## src/rtl/mmio_bus_fabric.sv

```systemverilog
// Two-master, N-slave memory-mapped bus fabric: arbitration, region decode,
// req/ack slave handshake with timeout, and a registered response to the winner.
// Optional build macro ROUND_ROBIN_EN: round-robin arbitration instead of
// fixed priority (master 0 over master 1).
module mmio_bus_fabric #(
  parameter int unsigned ADDR_W = 16,
  parameter int unsigned DATA_W = 16,
  parameter int unsigned N_SLV  = 4,
  parameter logic [N_SLV*ADDR_W-1:0] SLV_BASE = {16'h4800, 16'h4400, 16'h2000, 16'h0000},
  parameter logic [N_SLV*5-1:0] SLV_SIZE_LOG2 = {5'd4, 5'd10, 5'd13, 5'd13},
  parameter int unsigned TIMEOUT = 15,
  parameter logic [DATA_W-1:0] ERR_DATA = 16'hDEAD
) (
  input  logic                    clk,
  input  logic                    rst,
  input  logic [1:0]              m_req,
  input  logic [1:0]              m_we,
  input  logic [2*ADDR_W-1:0]     m_addr,
  input  logic [2*DATA_W-1:0]     m_wdata,
  output logic [1:0]              m_ack,
  output logic                    m_err,
  output logic [DATA_W-1:0]       m_rdata,
  output logic [N_SLV-1:0]        s_sel,
  output logic                    s_we,
  output logic [ADDR_W-1:0]       s_addr,
  output logic [DATA_W-1:0]       s_wdata,
  input  logic [N_SLV*DATA_W-1:0] s_rdata,
  input  logic [N_SLV-1:0]        s_ack,
  output logic                    busy
);

  localparam int unsigned IDX_W = (N_SLV > 1) ? $clog2(N_SLV) : 1;
  localparam int unsigned CNT_W = 8;

  localparam logic [1:0] IDLE   = 2'd0;
  localparam logic [1:0] ACCESS = 2'd1;
  localparam logic [1:0] RESP   = 2'd2;

  logic [1:0]        state_q, state_d;
  logic              gnt_q, gnt_d;
  logic              we_q, we_d;
  logic              miss_q, miss_d;
  logic [IDX_W-1:0]  idx_q, idx_d;
  logic [CNT_W-1:0]  cnt_q, cnt_d;

  logic [1:0]        m_ack_d;
  logic              m_err_d;
  logic [DATA_W-1:0] m_rdata_d;
  logic [N_SLV-1:0]  s_sel_d;
  logic              s_we_d;
  logic [ADDR_W-1:0] s_addr_d;
  logic [DATA_W-1:0] s_wdata_d;

  logic              win;
  logic              win_we;
  logic [ADDR_W-1:0] win_addr;
  logic [DATA_W-1:0] win_wdata;
  logic              win_hit;
  logic [IDX_W-1:0]  win_idx;
  logic [ADDR_W-1:0] win_base;
  logic              ack_sel;
  logic [DATA_W-1:0] rdata_sel;

`ifdef ROUND_ROBIN_EN
  logic rr_q, rr_d;

  // Pick the winner: on contention the pointer names the favoured master
  always_comb begin
    if (m_req == 2'b11) win = rr_q;
    else                win = m_req[1] & ~m_req[0];
  end
`else
  // Pick the winner: master 0 always has priority
  always_comb begin
    win = ~m_req[0];
  end
`endif

  // Mux the winning master's request fields
  always_comb begin
    win_we    = win ? m_we[1] : m_we[0];
    win_addr  = win ? m_addr[2*ADDR_W-1 -: ADDR_W] : m_addr[ADDR_W-1:0];
    win_wdata = win ? m_wdata[2*DATA_W-1 -: DATA_W] : m_wdata[DATA_W-1:0];
  end

  // Region decode of the winning address; descending scan lets the lowest index win
  always_comb begin
    win_hit  = 1'b0;
    win_idx  = '0;
    win_base = '0;
    for (int i = int'(N_SLV) - 1; i >= 0; i--) begin
      if ((win_addr >> SLV_SIZE_LOG2[i*5 +: 5]) ==
          (SLV_BASE[i*ADDR_W +: ADDR_W] >> SLV_SIZE_LOG2[i*5 +: 5])) begin
        win_hit  = 1'b1;
        win_idx  = IDX_W'(i);
        win_base = SLV_BASE[i*ADDR_W +: ADDR_W];
      end
    end
  end

  // Ack and read data of the selected slave only
  always_comb begin
    ack_sel   = 1'b0;
    rdata_sel = '0;
    for (int i = 0; i < int'(N_SLV); i++) begin
      if (idx_q == IDX_W'(i)) begin
        ack_sel   = s_ack[i];
        rdata_sel = s_rdata[i*DATA_W +: DATA_W];
      end
    end
  end

  // Next-state and next-output logic
  always_comb begin
    state_d   = state_q;
    gnt_d     = gnt_q;
    we_d      = we_q;
    miss_d    = miss_q;
    idx_d     = idx_q;
    cnt_d     = cnt_q;
    m_ack_d   = 2'b00;
    m_err_d   = 1'b0;
    m_rdata_d = m_rdata;
    s_sel_d   = s_sel;
    s_we_d    = s_we;
    s_addr_d  = s_addr;
    s_wdata_d = s_wdata;
`ifdef ROUND_ROBIN_EN
    rr_d      = rr_q;
`endif
    case (state_q)
      IDLE: begin
        if (m_req != 2'b00) begin
          state_d = ACCESS;
          gnt_d   = win;
          we_d    = win_we;
          miss_d  = ~win_hit;
          idx_d   = win_idx;
          cnt_d   = '0;
`ifdef ROUND_ROBIN_EN
          rr_d    = ~win;
`endif
          if (win_hit) begin
            s_sel_d   = N_SLV'(1) << win_idx;
            s_we_d    = win_we;
            s_addr_d  = ADDR_W'(win_addr - win_base);
            s_wdata_d = win_wdata;
          end else begin
            s_sel_d   = '0;
            s_we_d    = 1'b0;
            s_addr_d  = '0;
            s_wdata_d = '0;
          end
        end
      end
      ACCESS: begin
        if (miss_q) begin
          state_d        = RESP;
          m_ack_d[gnt_q] = 1'b1;
          m_err_d        = 1'b1;
          m_rdata_d      = ERR_DATA;
        end else if (ack_sel) begin
          state_d        = RESP;
          m_ack_d[gnt_q] = 1'b1;
          m_rdata_d      = we_q ? '0 : rdata_sel;
          s_sel_d        = '0;
          s_we_d         = 1'b0;
        end else if (cnt_q == CNT_W'(TIMEOUT - 1)) begin
          state_d        = RESP;
          m_ack_d[gnt_q] = 1'b1;
          m_err_d        = 1'b1;
          m_rdata_d      = ERR_DATA;
          s_sel_d        = '0;
          s_we_d         = 1'b0;
        end else begin
          cnt_d = cnt_q + CNT_W'(1);
        end
      end
      RESP: begin
        state_d = IDLE;
      end
      default: begin
        state_d = IDLE;
      end
    endcase
  end

  // State and registered outputs
  always_ff @(posedge clk) begin
    if (rst) begin
      state_q <= IDLE;
      gnt_q   <= 1'b0;
      we_q    <= 1'b0;
      miss_q  <= 1'b0;
      idx_q   <= '0;
      cnt_q   <= '0;
      m_ack   <= 2'b00;
      m_err   <= 1'b0;
      m_rdata <= '0;
      s_sel   <= '0;
      s_we    <= 1'b0;
      s_addr  <= '0;
      s_wdata <= '0;
      busy    <= 1'b0;
`ifdef ROUND_ROBIN_EN
      rr_q    <= 1'b0;
`endif
    end else begin
      state_q <= state_d;
      gnt_q   <= gnt_d;
      we_q    <= we_d;
      miss_q  <= miss_d;
      idx_q   <= idx_d;
      cnt_q   <= cnt_d;
      m_ack   <= m_ack_d;
      m_err   <= m_err_d;
      m_rdata <= m_rdata_d;
      s_sel   <= s_sel_d;
      s_we    <= s_we_d;
      s_addr  <= s_addr_d;
      s_wdata <= s_wdata_d;
      busy    <= (state_d != IDLE);
`ifdef ROUND_ROBIN_EN
      rr_q    <= rr_d;
`endif
    end
  end

endmodule

```

## config.mk

```make
export PLATFORM = sky130hd
export DESIGN_NAME = mmio_bus_fabric
export DESIGN_NICKNAME = d
export VERILOG_FILES = /design/src/rtl/mmio_bus_fabric.sv
export SDC_FILE = /design/constraint.sdc
export NUM_CORES = 1
export LEC_CHECK = 0
export CAP_MARGIN = 20
export CORE_MARGIN = 10
export CORE_UTILIZATION = 39
export CTS_BUF_LIST = sky130_fd_sc_hd__clkbuf_4 sky130_fd_sc_hd__clkbuf_8 sky130_fd_sc_hd__clkbuf_16
export DETAILED_ROUTE_END_ITERATION = 8
export GPL_TIMING_DRIVEN = 0
export PLACE_DENSITY_LB_ADDON = 0.25
export SYNTH_ARGS = -nofsm -noshare
export SYNTH_HDL_FRONTEND = slang
export SYNTH_SLANG_ARGS = --single-unit
```

## constraint.sdc

```tcl
create_clock -name clk -period 3 [get_ports clk]
set_input_delay 0.3 -clock clk [delete_from_list [all_inputs] [get_ports clk]]
set_output_delay 0.3 -clock clk [all_outputs]
set_load 0.1 [all_outputs]
```

==> results.ini <==
[outcome]
status = completed

[synth]
synth_warnings = 0
syn_avg_cell_area_um2 = 9.359
synthCells = 383
netlist_area_um2 = 3585
synth_ff_type = dfxtp_1
synth.most_common_cell = dfxtp_1
synth_seq_area_share = 0.4021
synth_edf_count = 0
synth.net_count = 527
postSynth.asyncResetShare = 0
synth_common_cells = dfxtp_1 (72), nand2_1 (44), o21ai_0 (40)
netlist_top_cells_area = dfxtp_1 (40%), mux4_2 (8.2%), mux2i_1 (8.1%)
synth_cell_types = 48
synth_top_area_frac = 0.4021
synth_largest_area_cell = dfxtp_1
ys_seq_elements = 72

[timing]
setup-violations-final = 0
skew_ns = 0.007748
period_share = 0.8778
layout_min_cycle_time_ns = 2.634
rsz0062_at_grt = no
tightest_slew_ns = 1.033
setup_ws_ns = 0.3665
tns_ns = 0
fmax_ghz = 0.3797
max_slew_margin = 0.3092
hold_violations = 0
finalMaxSlewViolations = 0

[setup_path]
cp.required_ns = 3.26
critPathMaxFanout = 4
r2r-start = idx_q[1]
criticalPathCategory = in2reg
worstPathArrival_ns = 2.89
startpoint = m_addr[27]
worstSetupStartpointType = input port
timing.reg2reg.setup_slack_ns = 0.58
endpoint_kind = flop

[die]
initial_core_util = 0.4051
design.core.area_um2 = 8848
die_w_um = 115.9
io_pins = 195
rows = 34
die_h_um = 115.9
die-area_um2 = 13430

[place]
port_buffers = 194
post-place-ws_ns = -0.2970
gp_congestion = 0.8159
hpwl_um = 10990

[layout]
diodes = 0
fin_nets = 732
drive_gt1_frac = 0.06408
register_area_um2 = 1441
area_growth_pct = 64.01
nFillCells = 740
multi_input_area_um2 = 2024

[clock_network]
postCtsSetupBuffers = 0
clock_path_buffers = 2
postCtsHoldBufs = 0
path_clk_slew_ns = 0.07
cts.sinks = 72
htreeDepth = 3
cts_tree = yes
numCtsBuffers = 9
root_buffer = clkbuf_8
ctsResizeCount = 0
clk_latency_ns = 0.34

[routing]
route.met3.wl_um = 795
ant_nets = 0
drt_iter0_drc = 139
wl_met1_um = 5249
num_vias = 3705
routed_wl_um = 13370
via_per_inst = 5.285
drc = 0
routed.top_layer = met4
wl_per_cell_um = 19.07
wl_met2_um = 7117
drtPass1Iterations = 4

[pwr]
powerDensity_nw_per_um2 = 468.8
ir_worst_vdd_mv = 0.2677
report.power.total_w = 0.002757
p_leak_nw = 2.134

[global_routing]
grt_start_max_net_pins = 12
antenna_found_initial = 0
track_usage = 0.1889
grt_pass1_wl_um = 20070
grt_overflow_total = 0
grt_pass1_vias = 3776

[hold_path]
min_path_type = reg2reg
hold_start = s_addr[1]

[run]
timing.max_cap.violations = 0

logic make-up (layout without fill, tap and decap cells):
| logic type | count (synthesis) | after routing | synth area share |
|---|---|---|---|
| buffers and inverters | 31 | 241 | 0.03560 |
| adders and majority gates | 6 | 6 | 0.02304 |
| DFF | 72 | 72 | 0.4021 |
| AOI/OAI and AO/OA | 101 | 101 | 0.1728 |
| xor gates and xnor gates | 2 | 2 | 0.004887 |
| and+or+nand+nor | 123 | 123 | 0.1633 |
| muxes | 48 | 48 | 0.1983 |
flip-flops by register name, summed over array words and instances (netlist names), 2 cells and up:
signal,flops
s_addr,16
s_sel,4
idx_q,2
m_ack,2
state_q,2
cnt_q,8
m_rdata,16
s_wdata,16
critical path: stages:
cell and delay [ns]:
clkdlybuf4s50_1 0.51, nand2b_1 0.09, or4_1 0.44, a21oi_2 0.23
nor2b_1 0.21, inv_1 0.12, ha_1 0.28, nor2b_1 0.14
nor3b_2 0.20, nor2b_1 0.07, o21a_1 0.17, o21ai_0 0.12
cells in the final DEF (no fill, tap or decap), types with 4 or more instances in the layout:
cell	netlist	final
clkdlybuf4s50_1	0	193
nand3_1	7	7
a22o_1	4	4
clkbuf_1	18	18
mux4_2	13	13
inv_1	6	6
o21ai_0	40	40
a211oi_1	13	13
a21oi_1	25	24
dfxtp_1	72	72
nand2b_1	7	7
nor2b_1	5	5
nor2_1	29	29
or3_1	8	8
nor3_1	5	5
nor4_1	4	4
ha_1	5	5
nand2_1	44	44
mux2i_1	29	29
mux4_1	4	4
clkbuf_8	0	11
path summary, 6_finish.rpt:
kind	end	cells past startpoint
worst min-delay path	s_addr[1]	2
worst max register to register	m_rdata[5]	7
worst min register to register	s_addr[1]	2
worst max-delay path	s_addr[15]	12
through the flow:
step,instance area [um^2],std cells,util,hold WS (ns)
detailed placement,5662,685,0.6398,0.4415
global placement,5662,685,0.6398,0.4349
CTS,5868,701,0.6632,0.4600
finish,5879,701,0.6645,0.4566
floorplan,3585,383,-,0.3878
global route,5879,701,0.6645,0.4845
metal layers:
layer / track usage / vias to the layer above
met5: 0 / -
met4: 0.06088 / 0
met3: 0.04393 / 17
met2: 0.3402 / 115
met1: 0.2156 / 1753
li1: - / 1820
cell type report:
type	instances	share of cell area
Timing Repair Buffer	194	0.3307
Sequential cell	72	0.2452
Tap cell	108	0.02298
Clock buffer	13	0.02830
Clock inverter	3	0.006810
Multi-Input combinational cell	280	0.3443
Inverter	6	0.003831
Buffer	25	0.01788
report_power, final:
group | internal, W | switching (W) | total [W]
clock network | 0.000446 | 0.000353 | 0.000799
registers | 0.00101 | 0.0000334 | 0.00104
logic | 0.000370 | 0.000547 | 0.000917
(Power assumes the default switching activity.)
